$ cat src/rtl/uart_cmd_assembler.sv
// uart_cmd_assembler
// Collects three bytes from the UART receiver into one 24-bit command (byte0 in
// the MSBs) and hands it to the command processor with a cmd_rdy/clr_cmd_rdy
// handshake. A partial command is dropped if the receiver goes quiet for
// TIMEOUT clocks. Completing a command while the previous one is still
// unacknowledged overwrites it and raises overrun_err for one cycle.
module uart_cmd_assembler #(
  parameter int unsigned TIMEOUT = 52080  // clocks allowed between bytes, 2..131071
) (
  input  logic        clk,
  input  logic        rst_n,
  input  logic [7:0]  rx_data,
  input  logic        rx_rdy,
  output logic        rx_rdy_clr,
  input  logic        clr_cmd_rdy,
  output logic [23:0] cmd,
  output logic        cmd_rdy,
  output logic        timeout_err,
  output logic        overrun_err
);

  typedef enum logic [1:0] {
    WAIT_B0 = 2'd0,
    WAIT_B1 = 2'd1,
    WAIT_B2 = 2'd2
  } state_e;

  localparam logic [16:0] TIMER_LAST = 17'(TIMEOUT - 1);

  state_e      state_q;
  logic [7:0]  hi_q;
  logic [7:0]  mid_q;
  logic [16:0] timer_q;
  logic [16:0] timer_d;
  logic [23:0] cmd_q;
  logic        cmd_rdy_q;
  logic        timeout_err_q;
  logic        overrun_err_q;

  logic        accept;
  logic        timer_hit;

  // Every state takes the byte as soon as it is offered; there is no backpressure.
  assign accept     = rx_rdy;
  assign rx_rdy_clr = accept;

  // Timer expiry only counts when no byte arrives the same cycle: an accept wins.
  assign timer_hit  = (timer_q == TIMER_LAST) && !accept;
  assign timer_d    = timer_q + 17'd1;

  // Byte-collection FSM with inter-byte timer, command register and error pulses.
  always_ff @(posedge clk or negedge rst_n) begin
    if (!rst_n) begin
      state_q       <= WAIT_B0;
      hi_q          <= 8'h00;
      mid_q         <= 8'h00;
      timer_q       <= 17'd0;
      cmd_q         <= 24'h000000;
      cmd_rdy_q     <= 1'b0;
      timeout_err_q <= 1'b0;
      overrun_err_q <= 1'b0;
    end else begin
      // NOTE: non-blocking assignments make every read below see the value from
      // the start of the cycle, and let a later assignment to the same register
      // in this block override an earlier one. That ordering is what makes a
      // completion win over a simultaneous clr_cmd_rdy.
      timeout_err_q <= 1'b0;
      overrun_err_q <= 1'b0;
      if (clr_cmd_rdy) begin
        cmd_rdy_q <= 1'b0;
      end

      case (state_q)
        WAIT_B0: begin
          timer_q <= 17'd0;
          if (accept) begin
            hi_q    <= rx_data;
            state_q <= WAIT_B1;
          end
        end

        WAIT_B1: begin
          if (accept) begin
            mid_q   <= rx_data;
            timer_q <= 17'd0;
            state_q <= WAIT_B2;
          end else if (timer_hit) begin
            timer_q       <= 17'd0;
            timeout_err_q <= 1'b1;
            state_q       <= WAIT_B0;
          end else begin
            timer_q <= timer_d;
          end
        end

        WAIT_B2: begin
          if (accept) begin
            cmd_q         <= {hi_q, mid_q, rx_data};
            cmd_rdy_q     <= 1'b1;
            overrun_err_q <= cmd_rdy_q && !clr_cmd_rdy;
            timer_q       <= 17'd0;
            state_q       <= WAIT_B0;
          end else if (timer_hit) begin
            timer_q       <= 17'd0;
            timeout_err_q <= 1'b1;
            state_q       <= WAIT_B0;
          end else begin
            timer_q <= timer_d;
          end
        end

        default: begin
          timer_q <= 17'd0;
          state_q <= WAIT_B0;
        end
      endcase
    end
  end

  assign cmd         = cmd_q;
  assign cmd_rdy     = cmd_rdy_q;
  assign timeout_err = timeout_err_q;
  assign overrun_err = overrun_err_q;

endmodule
$ cat config.mk
export PLATFORM = sky130hd
export DESIGN_NAME = uart_cmd_assembler
export DESIGN_NICKNAME = d
export VERILOG_FILES = /design/src/rtl/uart_cmd_assembler.sv
export SDC_FILE = /design/constraint.sdc
export NUM_CORES = 1
export LEC_CHECK = 0
export ABC_AREA = 1
export BUFFER_PORTS_ARGS = -buffer_cell sky130_fd_sc_hd__clkbuf_2
export CAP_MARGIN = 0
export CELL_PAD_IN_SITES_DETAIL_PLACEMENT = 1
export CELL_PAD_IN_SITES_GLOBAL_PLACEMENT = 1
export CORE_MARGIN = 4
export CORE_UTILIZATION = 40
export CTS_BUF_LIST = sky130_fd_sc_hd__clkbuf_16
export CTS_CLUSTER_SIZE = 30
export DETAILED_ROUTE_END_ITERATION = 12
export PLACE_DENSITY_LB_ADDON = 0.08
export SLEW_MARGIN = 20
export SYNTH_ARGS = -nofsm -noshare
export SYNTH_HDL_FRONTEND = slang
export SYNTH_SLANG_ARGS = --single-unit
$ cat constraint.sdc
create_clock -name clk -period 1.99 [get_ports clk]
set_input_delay 0.0995 -clock clk [delete_from_list [all_inputs] [get_ports clk]]
set_output_delay 0.0995 -clock clk [all_outputs]
set_load 0.02 [all_outputs]
=== After elaboration in Yosys (flattened, before gate mapping) ===
Cells that the tools add are included.

* Muxes and demuxes: 16
* Reductions and logical operators: 9
* $add $sub $neg: 1
* Equal/unequal tests: 4

{| class="wikitable"
|+ Operator list
! kind !! count
|-
| two-way mux 17 bit || 3
|-
| adder 17 x 1 -> 17 bit, second input constant || 1
|-
| == test 17 x 16 -> 1 bit, second input constant || 1
|-
| two-way mux 1 bit || 8
|-
| two-way mux 2 bit || 4
|-
| case mux 2 bit (3 select lines) || 1
|-
| AND reduction 2 bit || 3
|-
| == test 2 x 1 -> 1 bit, second input constant || 1
|-
| == test 2 bit, second input constant || 1
|-
| logical AND 1 bit || 2
|-
| zero test 1 bit || 2
|-
| zero test 2 bit || 1
|-
| != test 2 bit, second input constant || 1
|-
| OR reduction 2 bit || 1
|}

* Bits in registers: 62
* Input bits: 12
* Output and inout port bits: 28
* Word-level logic and storage cells: 38

=== Depth between registers and ports, before layout ===
Gate-level depths: netlist (run 1).

* Depth in word-level cells: 5
* Gate-level depth with buffers: 9
* Mapped depth without buffers: 9

=== Worst setup path after synthesis (run 1) ===
No wires, ideal clock.

* Kind: flip-flop to flip-flop
* Start point: register state_q[0]
* End point: register cmd_q[18] (netlist: cmd[18])
* Buffers on the path: 1
* Stages on the path, launching flop included: 6
* Clock period less this slack: 1.410 ns
* Arrival time: 1.285 ns
* Setup slack: 0.580 ns
* Setup time: 0.125 ns
* Cell sequence: dfrtp_1 inv_1 ha_1 nand2_2 buf_2 mux2_2

* Cells in the longest elaborated chain, start to end: 2

{| class="wikitable"
|+ Ends and longest elaborated chain
! element !! RTL line !! RTL
|-
| start: declaration || 30 || <nowiki>state_e state_q;</nowiki>
|-
| start signal: assignment || 54 || <nowiki>state_q <= WAIT_B0;</nowiki>
|-
| start signal: assignment || 78 || <nowiki>state_q <= WAIT_B1;</nowiki>
|-
| start signal: assignment || 86 || <nowiki>state_q <= WAIT_B2;</nowiki>
|-
| == test 2 bit || 73 || <nowiki>case (state_q)</nowiki>
|-
| AND reduction 2 bit (no source line) || n/a ||
|-
| end signal: assignment || 98 || <nowiki>cmd_q <= {hi_q, mid_q, rx_data};</nowiki>
|-
| end: declaration || 35 || <nowiki>logic [23:0] cmd_q;</nowiki>
|}

Every way passes these cells.
A chain may end at the register's enable or synchronous reset.

=== Worst setup path in the final report (run 1) ===
* Start point: register state_q[0]
* End point: register cmd_q[21] (netlist: cmd[21])

Same word-level chain as after synthesis.

==> results of run 1 <==
cell families after synthesis:
group,Yosys count,share of synthesized area
AO/OA/AOI/OAI,29,0.0528
adder cells (fa/ha/maj),5,0.0226
XOR/XNOR,9,0.0284
flip-flops,62,0.560
multiplexers,16,0.0650
AND/OR/NAND/NOR,117,0.208
buffers and inverters,38,0.0636
timing repair:
| item | CTS | global route |
|---|---|---|
| endpoints found under the hold margin | 62 | 0 |
| setup endpoints to repair | 0 | 0 |
| buffers inserted | 0 | 0 |
| hold buffers | 1 | 0 |
report_power, final:
| group | internal, uW | total, uW | switching, uW |
|---|---|---|---|
| clock network | 1070 | 1610 | 537 |
| logic | 497 | 1350 | 858 |
| registers | 1680 | 1910 | 236 |
| total | 3250 | 4880 | 1630 |
flip-flops by register name, indices dropped and copies added (netlist names):
signal       count
cmd_rdy          1
state_q          2
timer_q         17
overrun_err      1
timeout_err      1
mid_q            8
hi_q             8
cmd             24
metal layers:
metal / vias up / GRT usage / wire, um
met5: - / 0 / 0
met4: 0 / 0.0704 / 117
met3: 12 / 0.0597 / 239
met2: 29 / 0.266 / 2970
met1: 946 / 0.196 / 2570
li1: 960 / - / -
cells in the final DEF, fill, tap and decap left out:
| cell type | n |
|---|---|
| inv_1 | 29 |
| nor3_1 | 3 |
| nor2_2 | 14 |
| bufinv_16 | 2 |
| clkinv_2 | 1 |
| buf_12 | 1 |
| buf_4 | 1 |
| o21ai_0 | 25 |
| a31oi_1 | 1 |
| nand3_4 | 1 |
| ha_1 | 5 |
| nor3_2 | 1 |
| nand3_2 | 1 |
| dlygate4sd3_1 | 1 |
| xor2_1 | 7 |
| clkinvlp_4 | 1 |
| xnor2_1 | 2 |
| nand2_1 | 53 |
| clkbuf_16 | 9 |
| nand2_4 | 2 |
| clkbuf_2 | 39 |
| nand4_1 | 2 |
| a21oi_1 | 2 |
| o21ai_1 | 1 |
| inv_2 | 1 |
| clkinv_1 | 2 |
| nand3_1 | 7 |
| nand2_2 | 5 |
| nor2_4 | 4 |
| mux2_2 | 16 |
| dfrtp_1 | 62 |
| nor2_1 | 24 |
area by class of cell:
cell class / instances / area share
clock inverter: 6 / 0.0236
sequential: 62 / 0.464
tap: 80 / 0.0299
inverter: 30 / 0.0340
timing repair buffer: 42 / 0.0696
multi-input combinational: 176 / 0.312
clock buffer: 9 / 0.0673
critical path, stage by stage, from the launching register on:
cell     delay [ps]
dfrtp_1         400
inv_1            90
ha_1            240
nand2_2         400
mux2_2          390
through the flow:
stage / area, um^2 / hold WS, ps / utilization / worst slack, ps
2_1_floorplan: 2770 / -196 / - / 580
3_3_place_gp: 3030 / 144 / 0.449 / 420
3_5_place_dp: 3030 / 146 / 0.449 / 350
4_1_cts: 3350 / 27.2 / 0.495 / 344
5_1_grt: 3350 / 59.2 / 0.495 / 204
6_report: 3350 / 35.2 / 0.495 / 353
path summary, 6_finish.rpt:
path / from / end / slack [ps] / cells after the start
hold reg to reg: timer_q[0] / timer_q[0] / 470 / 1
hold / removal: clr_cmd_rdy / overrun_err / 40 / 4
setup / recovery: state_q[0] / cmd[21] / 350 / 4
min in group asynchronous: rst_n / timer_q[2] / 320 / 3
max in group asynchronous: rst_n / cmd[8] / 1370 / 3
setup reg to reg: state_q[0] / cmd[21] / 350 / 4
==> results.py, run 1 <==
metrics = {
    "layout": {
        "multi_input_area_um2": 1040,
        "fill_cells": 781,
        "nNetsFinal": 338,
        "stdcell_count": 405,
        "drive_above_1_share": 0.305,
        "diodes": 0,
        "seq_area_um2": 1550,
        "area_growth_syn_to_layout_pct": 20.7,
    },
    "drt": {
        "drtIter0Drc": 51,
        "route.vias.total": 1947,
        "viasPerCell": 4.81,
        "first_pass_iters": 4,
        "wirelength_mm": 5.90,
        "post-route-drc-count": 0,
        "ant_nets": 0,
        "wl_per_cell_um": 14.6,
    },
    "cts": {
        "h-tree-depth": 3,
        "clock_sink_count": 62,
        "cts_buffers": 9,
        "cts_tree": "built",
        "cts-root-buf": "clkbuf_16",
        "clockBufferDepth": 2,
        "clkLatencyLatePin_ps": 320,
        "cts_resized": 0,
        "clkTransAtPathRegs_ps": 50,
    },
    "synth": {
        "ys_types": 29,
        "synth_area_leaders": "dfrtp_1, nand2_1, mux2_2, o21ai_0, inv_1",
        "netlist_top_cells_count": "dfrtp_1, nand2_1, inv_1",
        "ys_ff_latch": 62,
        "synth.net_count": 293,
        "ys_seq_area_frac": 0.560,
        "yosys_warnings": 0,
        "synthCells": 276,
        "synth.cell_area_um2": 2770,
        "ys_async_sr_fraction": 1.00,
        "synth_area_leader_cell": "dfrtp_1",
        "yosysTopAreaCellShare": 0.560,
        "syn_area_per_cell_um2": 10.0,
        "synth_edf_count": 0,
        "ys.flop_type": "dfrtp_1",
        "synth.most_common_cell": "dfrtp_1",
    },
    "timing": {
        "rsz0062_at_grt": "false",
        "finalHoldViolCount": 0,
        "period_minus_slack_ps": 1640,
        "finalCritPeriodShare": 0.823,
        "tns_ps": 0,
        "fmax_mhz": 611,
        "final-setup-viol-count": 0,
        "worst_slew_pin_slew_ps": 533,
        "relSlewSlack": 0.644,
        "fin_worst_skew_ps": 4.37,
        "drv_slew": 0,
    },
    "floorplanning": {
        "initial_core_util": 0.410,
        "dieArea_um2": 8320,
        "core-area_um2": 6760,
        "fp.dieW_um": 91.2,
        "die_y_um": 91.2,
        "ios": 40,
        "rows": 30,
    },
    "grt": {
        "grt_overflow": 0,
        "grt_usage": 0.164,
        "grt_max_degree": 63,
        "grt_pass1_vias": 2166,
        "antenna_found_initial": 0,
        "grt_pass1_wl_mm": 10.5,
    },
    "run_status": {
        "status": "completed",
    },
    "pwr": {
        "total_power_uw": 4880,
        "irDropWorstVdd_mv": 0.657,
        "leakage_uw": 0.00164,
        "pwr_density_cell_nw_per_um2": 1460,
    },
    "job": {
        "max-cap-violations": 0,
    },
    "placed_design": {
        "gp_congestion": 0.755,
        "dp.cells": 389,
        "portBuffers": 39,
        "dp_hpwl_mm": 4.17,
    },
    "worst_setup_path": {
        "critPathCaptureType": "flip-flop",
        "cp_max_fo": 21,
        "critPathArrivalTime_ps": 1840,
        "worstPathRequired_ps": 2200,
        "start_kind": "flip-flop",
        "worstSetupPathType": "flip-flop to flip-flop",
    },
    "hold_path": {
        "hp-class": "input pin to flip-flop",
    },
}
Note: power is estimated with default switching activity, not from simulation.
==> run 2: changes to the inputs <==
--- a/config.mk
+++ b/config.mk
@@ -5,7 +5,7 @@
 export SDC_FILE = /design/constraint.sdc
 export NUM_CORES = 1
 export LEC_CHECK = 0
-export ABC_AREA = 1
+export ABC_AREA = 0
 export BUFFER_PORTS_ARGS = -buffer_cell sky130_fd_sc_hd__clkbuf_2
 export CAP_MARGIN = 0
 export CELL_PAD_IN_SITES_DETAIL_PLACEMENT = 1
==> constraint.sdc (replaced) <==
create_clock -name clk -period 1.5 [get_ports clk]
set_input_delay 0.075 -clock clk [delete_from_list [all_inputs] [get_ports clk]]
set_output_delay 0.075 -clock clk [all_outputs]
set_load 0.02 [all_outputs]
==> results.py, run 2 <==
metrics = {
    "synth": {
        "syn_area_per_cell_um2": 13.0,
        "ys_async_sr_fraction": 1.00,
        "synthCells": 201,
        "yosys_warnings": 0,
        "ys_ff_latch": 62,
        "synth.net_count": 218,
        "synth.most_common_cell": "dfrtp_1",
        "ys.flop_type": "dfrtp_1",
        "ys_seq_area_frac": 0.593,
        "synth_area_leaders": "dfrtp_1, mux2_2, xnor2_1, nor2_1, ha_1",
        "synth_edf_count": 0,
        "synth.cell_area_um2": 2620,
        "synth_area_leader_cell": "dfrtp_1",
        "ys_types": 25,
        "yosysTopAreaCellShare": 0.593,
        "netlist_top_cells_count": "dfrtp_1, mux2_2, nor2_1",
    },
    "layout": {
        "stdcell_area_um2": 3480,
        "diodes": 0,
        "area_growth_syn_to_layout_pct": 33.0,
        "drive_above_1_share": 0.481,
        "final_cell_mix": "dfrtp_1, mux2_2, clkbuf_2",
        "nNetsFinal": 296,
        "largest_reg_flops": 24,
        "final_common_cell": "dfrtp_1",
        "fill_cells": 667,
        "stdcell_count": 360,
    },
    "placed_design": {
        "portBuffers": 39,
        "gp_congestion": 0.737,
        "dp.cells": 342,
        "dp_hpwl_mm": 3.97,
        "dp_slack_ps": -468,
        "dpl_cell_area_um2": 3160,
    },
    "floorplanning": {
        "initial_core_util": 0.412,
        "ios": 40,
        "dieArea_um2": 7900,
        "fp.dieW_um": 88.9,
        "core-area_um2": 6350,
        "die_y_um": 88.9,
        "rows": 29,
    },
    "timing": {
        "period_minus_slack_ps": 2000,
        "fmax_mhz": 500,
        "final-setup-viol-count": 19,
        "drv_slew": 0,
        "worst_slew_pin_slew_ps": 374,
        "worst_slack_ps": -501,
        "relSlewSlack": 0.749,
        "finalHoldViolCount": 0,
        "rsz0062_at_grt": "true",
        "fin_worst_skew_ps": 4.07,
        "finalCritPeriodShare": 1.33,
    },
    "cts": {
        "clockBufferDepth": 2,
        "cts-root-buf": "clkbuf_16",
        "clkLatencyLatePin_ps": 320,
        "h-tree-depth": 3,
        "clkTransAtPathRegs_ps": 50,
        "cts_tree": "built",
        "cts_buffers": 9,
        "clock_sink_count": 62,
    },
    "worst_setup_path": {
        "start_kind": "flip-flop",
        "cp_max_fo": 4,
        "critPathCaptureType": "flip-flop",
        "worstSetupPathType": "flip-flop to flip-flop",
        "r2r_slack_ps": -500,
        "critPathCapture": "timer_q[11]",
        "worstPathRequired_ps": 1700,
        "critPathBufInv": 1,
        "critPathArrivalTime_ps": 2200,
        "critPathLaunch": "timer_q[4]",
        "crit_cells": 5,
        "cpPeakStageDelay_ps": 520,
        "rr_startpoint": "timer_q[4]",
        "crit_chain": "or4_4 -> or4b_4 -> o211ai_4 -> buf_2 -> nor2_1",
        "cpMaxStageDelayCell": "or4_4",
        "critPathTopFamily": "simple AND/OR/NAND/NOR gates",
        "r2r_cells": 5,
        "r2r_end": "timer_q[11]",
    },
    "drt": {
        "wirelength_mm": 5.64,
        "first_pass_iters": 4,
        "route.vias.total": 1810,
        "met3WireLength_um": 204,
        "post-route-drc-count": 0,
        "drtIter0Drc": 66,
        "ant_nets": 0,
        "wl_per_cell_um": 15.7,
        "met1_length_mm": 2.38,
        "viasPerCell": 5.03,
        "top_layer": "met4",
        "dr_wl_met2_mm": 2.95,
    },
    "job": {
        "max-cap-violations": 0,
    },
    "grt": {
        "grt_overflow": 0,
        "antenna_found_initial": 0,
        "grt_usage": 0.162,
        "grt_pass1_wl_mm": 9.58,
        "grt_pass1_vias": 1932,
        "grt_max_degree": 63,
    },
    "pwr": {
        "total_power_uw": 6570,
        "irDropWorstVdd_mv": 1.03,
        "leakage_uw": 0.00161,
        "pwr_density_cell_nw_per_um2": 1890,
    },
    "run_status": {
        "violations": "setup timing",
        "status": "complete, but fails checks",
    },
    "hold_path": {
        "hp-class": "input pin to flip-flop",
        "whs_path_depth": 2,
    },
}
## run 2: worst reg2reg max path: cells and delay by family (launching register included)
| family | cells | cell delay, ps |
|---|---|---|
| AO/OA/AOI/OAI | 1 | 220 |
| buffers and inverters | 1 | 190 |
| flip-flops | 1 | 380 |
| AND/OR/NAND/NOR | 3 | 1090 |
## run 2: cells by family after synthesis
kind of cell	after synthesis	synth area share
xor+xnor	15	0.0502
flops	62	0.593
compound gates	4	0.0143
mux	40	0.172
buf+inv	11	0.0230
simple gates	64	0.123
fa+ha+maj	5	0.0239
## run 2: what timing repair did
item | in CTS | in global routing
pin swaps | 3 | 2
endpoints found under the setup margin | 19 | 22
hold buffers | 1 | 0
gates resized for setup | 7 | 5
gates cloned | 0 | 1
buffers inserted | 0 | 1
hold endpoints to repair | 62 | 0
## run 2: where the power goes
part / internal, uW / total (uW) / switching [uW] / leakage [uW]
Sequential: 2270 / 2570 / 303 / 0.000786
Clock: 1090 / 1770 / 682 / 0.000130
Combinational: 1070 / 2220 / 1160 / 0.000694
Total: 4430 / 6570 / 2140 / 0.00161
## run 2: layout make-up
type                            count  area [um^2]  share of cell area
Tap cell                           77         96.3              0.0277
Multi-Input combinational cell    128         1040               0.298
Timing Repair Buffer               72          513               0.147
Sequential cell                    62         1550               0.446
Clock buffer                        9          225              0.0647
Clock inverter                      6         32.5             0.00935
Inverter                            6         22.5             0.00647
## run 2: layer usage
metal  vias to the layer above  global-route usage
met2                        29               0.273
met1                       910               0.198
met3                         8              0.0335
met5                         -                   0
li1                        863                   -
met4                         0              0.0755
## run 2: how the worst min path moves through the flow
stage | from | endpoint | slack [ps]
after global routing | rx_data[3] | hi_q[3] | 30
after CTS | rx_data[7] | cmd[7] | 10
final | rx_data[7] | cmd[7] | 20
after detailed placement | rst_n | cmd[15] | 120
after global placement | rst_n | cmd[15] | 120
after floorplan | rst_n | cmd[0] | -220
## run 2: stage by stage
step	TNS [ps]	hold slack (ps)	utilization
floorplan	-8770	-221	-
global placement	-8250	120	0.498
detailed placement	-8550	121	0.498
CTS	-8670	11.2	0.543
global route	-10170	27.5	0.548
finish	-9020	20.5	0.548
==> run 3: changes to the inputs <==
--- a/config.mk
+++ b/config.mk
@@ -10,11 +10,12 @@
 export CAP_MARGIN = 0
 export CELL_PAD_IN_SITES_DETAIL_PLACEMENT = 1
 export CELL_PAD_IN_SITES_GLOBAL_PLACEMENT = 1
-export CORE_MARGIN = 4
+export CORE_ASPECT_RATIO = 2
 export CORE_UTILIZATION = 40
 export CTS_BUF_LIST = sky130_fd_sc_hd__clkbuf_16
 export CTS_CLUSTER_SIZE = 30
 export DETAILED_ROUTE_END_ITERATION = 12
+export GPL_TIMING_DRIVEN = 0
 export PLACE_DENSITY_LB_ADDON = 0.08
 export SLEW_MARGIN = 20
 export SYNTH_ARGS = -nofsm -noshare
==> results.py, run 3 (same netlist as run 2, synthesis figures left out) <==
metrics = {
    "worst_setup_path": {
        "cp_max_fo": 5,
        "worstPathRequired_ps": 1710,
        "critPathCaptureType": "flip-flop",
        "cpPeakStageDelay_ps": 520,
        "r2r_cells": 5,
        "crit_chain": "or4_4 -> or4b_4 -> o211ai_4 -> buf_4 -> nor2_1",
        "critPathArrivalTime_ps": 2270,
        "start_kind": "flip-flop",
        "worstSetupPathType": "flip-flop to flip-flop",
        "cpMaxStageDelayCell": "or4_4",
    },
    "cts": {
        "clockBufferDepth": 2,
        "cts-root-buf": "clkbuf_16",
        "cts_tree": "built",
        "clkLatencyLatePin_ps": 320,
        "cts_buffers": 9,
        "h-tree-depth": 3,
        "clkTransAtPathRegs_ps": 50,
        "clock_sink_count": 62,
    },
    "hold_path": {
        "hp-class": "input pin to flip-flop",
        "whs_path_depth": 3,
    },
    "grt": {
        "grt_overflow": 0,
        "met3_usage": 0.0399,
        "antenna_found_initial": 0,
        "grt_use_met2": 0.359,
        "busiest_layer": "met2",
        "grt_util_met1": 0.179,
        "grt_usage": 0.193,
        "grt_max_degree": 52,
        "grt_pass1_vias": 1915,
        "grt_pass1_wl_mm": 9.45,
    },
    "timing": {
        "worst_slew_pin_slew_ps": 327,
        "period_minus_slack_ps": 2060,
        "finalCritPeriodShare": 1.38,
        "rsz0062_at_grt": "true",
        "finalHoldViolCount": 0,
        "final-setup-viol-count": 19,
        "worst_slack_ps": -563,
        "fmax_mhz": 485,
        "fin_worst_skew_ps": 2.91,
        "hold_slack_ps": 8.11,
        "drv_slew": 0,
        "relSlewSlack": 0.780,
    },
    "placed_design": {
        "dpl_cell_area_um2": 2950,
        "dp_slack_ps": -753,
        "gp_congestion": 0.767,
        "dp_hpwl_mm": 3.98,
        "portBuffers": 38,
    },
    "pwr": {
        "irDropWorstVdd_mv": 0.878,
        "leakage_uw": 0.00154,
        "pwr_density_cell_nw_per_um2": 1970,
    },
    "run_status": {
        "violations": "setup timing",
        "status": "complete, but fails checks",
    },
    "drt": {
        "first_pass_iters": 3,
        "route.vias.total": 1758,
        "wirelength_mm": 5.65,
        "ant_nets": 0,
        "viasPerCell": 4.99,
        "drtIter0Drc": 37,
        "wl_per_cell_um": 16.1,
        "post-route-drc-count": 0,
    },
    "layout": {
        "area_growth_syn_to_layout_pct": 29.8,
        "fin_util": 0.538,
        "final_cell_mix": "dfrtp_1, mux2_2, clkbuf_2",
        "largest_reg_flops": 24,
        "stdcell_area_um2": 3400,
        "diodes": 0,
        "final_common_cell": "dfrtp_1",
        "drive_above_1_share": 0.462,
        "nNetsFinal": 278,
    },
    "floorplanning": {
        "dieArea_um2": 6890,
        "fp.dieW_um": 59.2,
        "die_y_um": 116,
        "ios": 40,
        "rows": 41,
        "core-area_um2": 6310,
        "initial_core_util": 0.415,
    },
    "job": {
        "max-cap-violations": 0,
    },
}
[run 3: critical path: cells and delay by family, from the launching register on]
family	cells	cell delay, ps
flip-flops	1	420
buffers and inverters	1	190
AND/OR/NAND/NOR	3	1090
AO/OA/AOI/OAI	1	260
[run 3: report_power, final]
group	total (uW)	switching, uW	internal (uW)	leakage, uW
registers	2570	303	2270	0.000784
clock network	1930	679	1260	0.000145
logic	2200	1170	1030	0.000609
[run 3: metal layers]
layer  routed length, um  share of wire  vias to the layer above
met2                3360           0.59                       38
li1                    -              -                      817
met4                 207          0.037                        0
met1                1930           0.34                      887
met5                   0              0                        -
met3                 152          0.027                       16
[run 3: cell type report]
type,instances,area [um^2]
Buffer,5,70.1
Clock buffer,9,225
Clock inverter,7,56.3
Fill cell,665,2910
Inverter,6,22.5
Multi-Input combinational cell,128,1060
Sequential cell,62,1550
Tap cell,86,108
Timing Repair Buffer,49,302
[run 3: repair_timing]
action                                 in CTS  in global routing
endpoints found under the hold margin      62                  0
setup buffers                               8                  0
gates resized for setup                    13                 11
cloned                                      1                  0
setup endpoints to repair                  53                 45
pin swaps                                   3                  2
hold buffers                                1                  0
[run 3: path summary, 6_finish.rpt]
| check | to | start | slack, ps |
|---|---|---|---|
| worst max-delay path | timer_q[4] | timer_q[4] | -560 |
| worst min-delay path | overrun_err | clr_cmd_rdy | 8 |
| worst max register to register | timer_q[4] | timer_q[4] | -560 |
| worst min register to register | timer_q[0] | timer_q[0] | 480 |
| max in group asynchronous | timer_q[10] | rst_n | 840 |
| min in group asynchronous | overrun_err | rst_n | 160 |
[run 3: through the flow]
step / std cells / TNS [ps] / power, uW
after floorplan: 201 / -8770 / 3920
after global placement: 325 / -17820 / 4510
after detailed placement: 326 / -18230 / 4600
after CTS: 352 / -10440 / 6770
after global routing: 352 / -11620 / 7120
final: 352 / -10200 / 6700
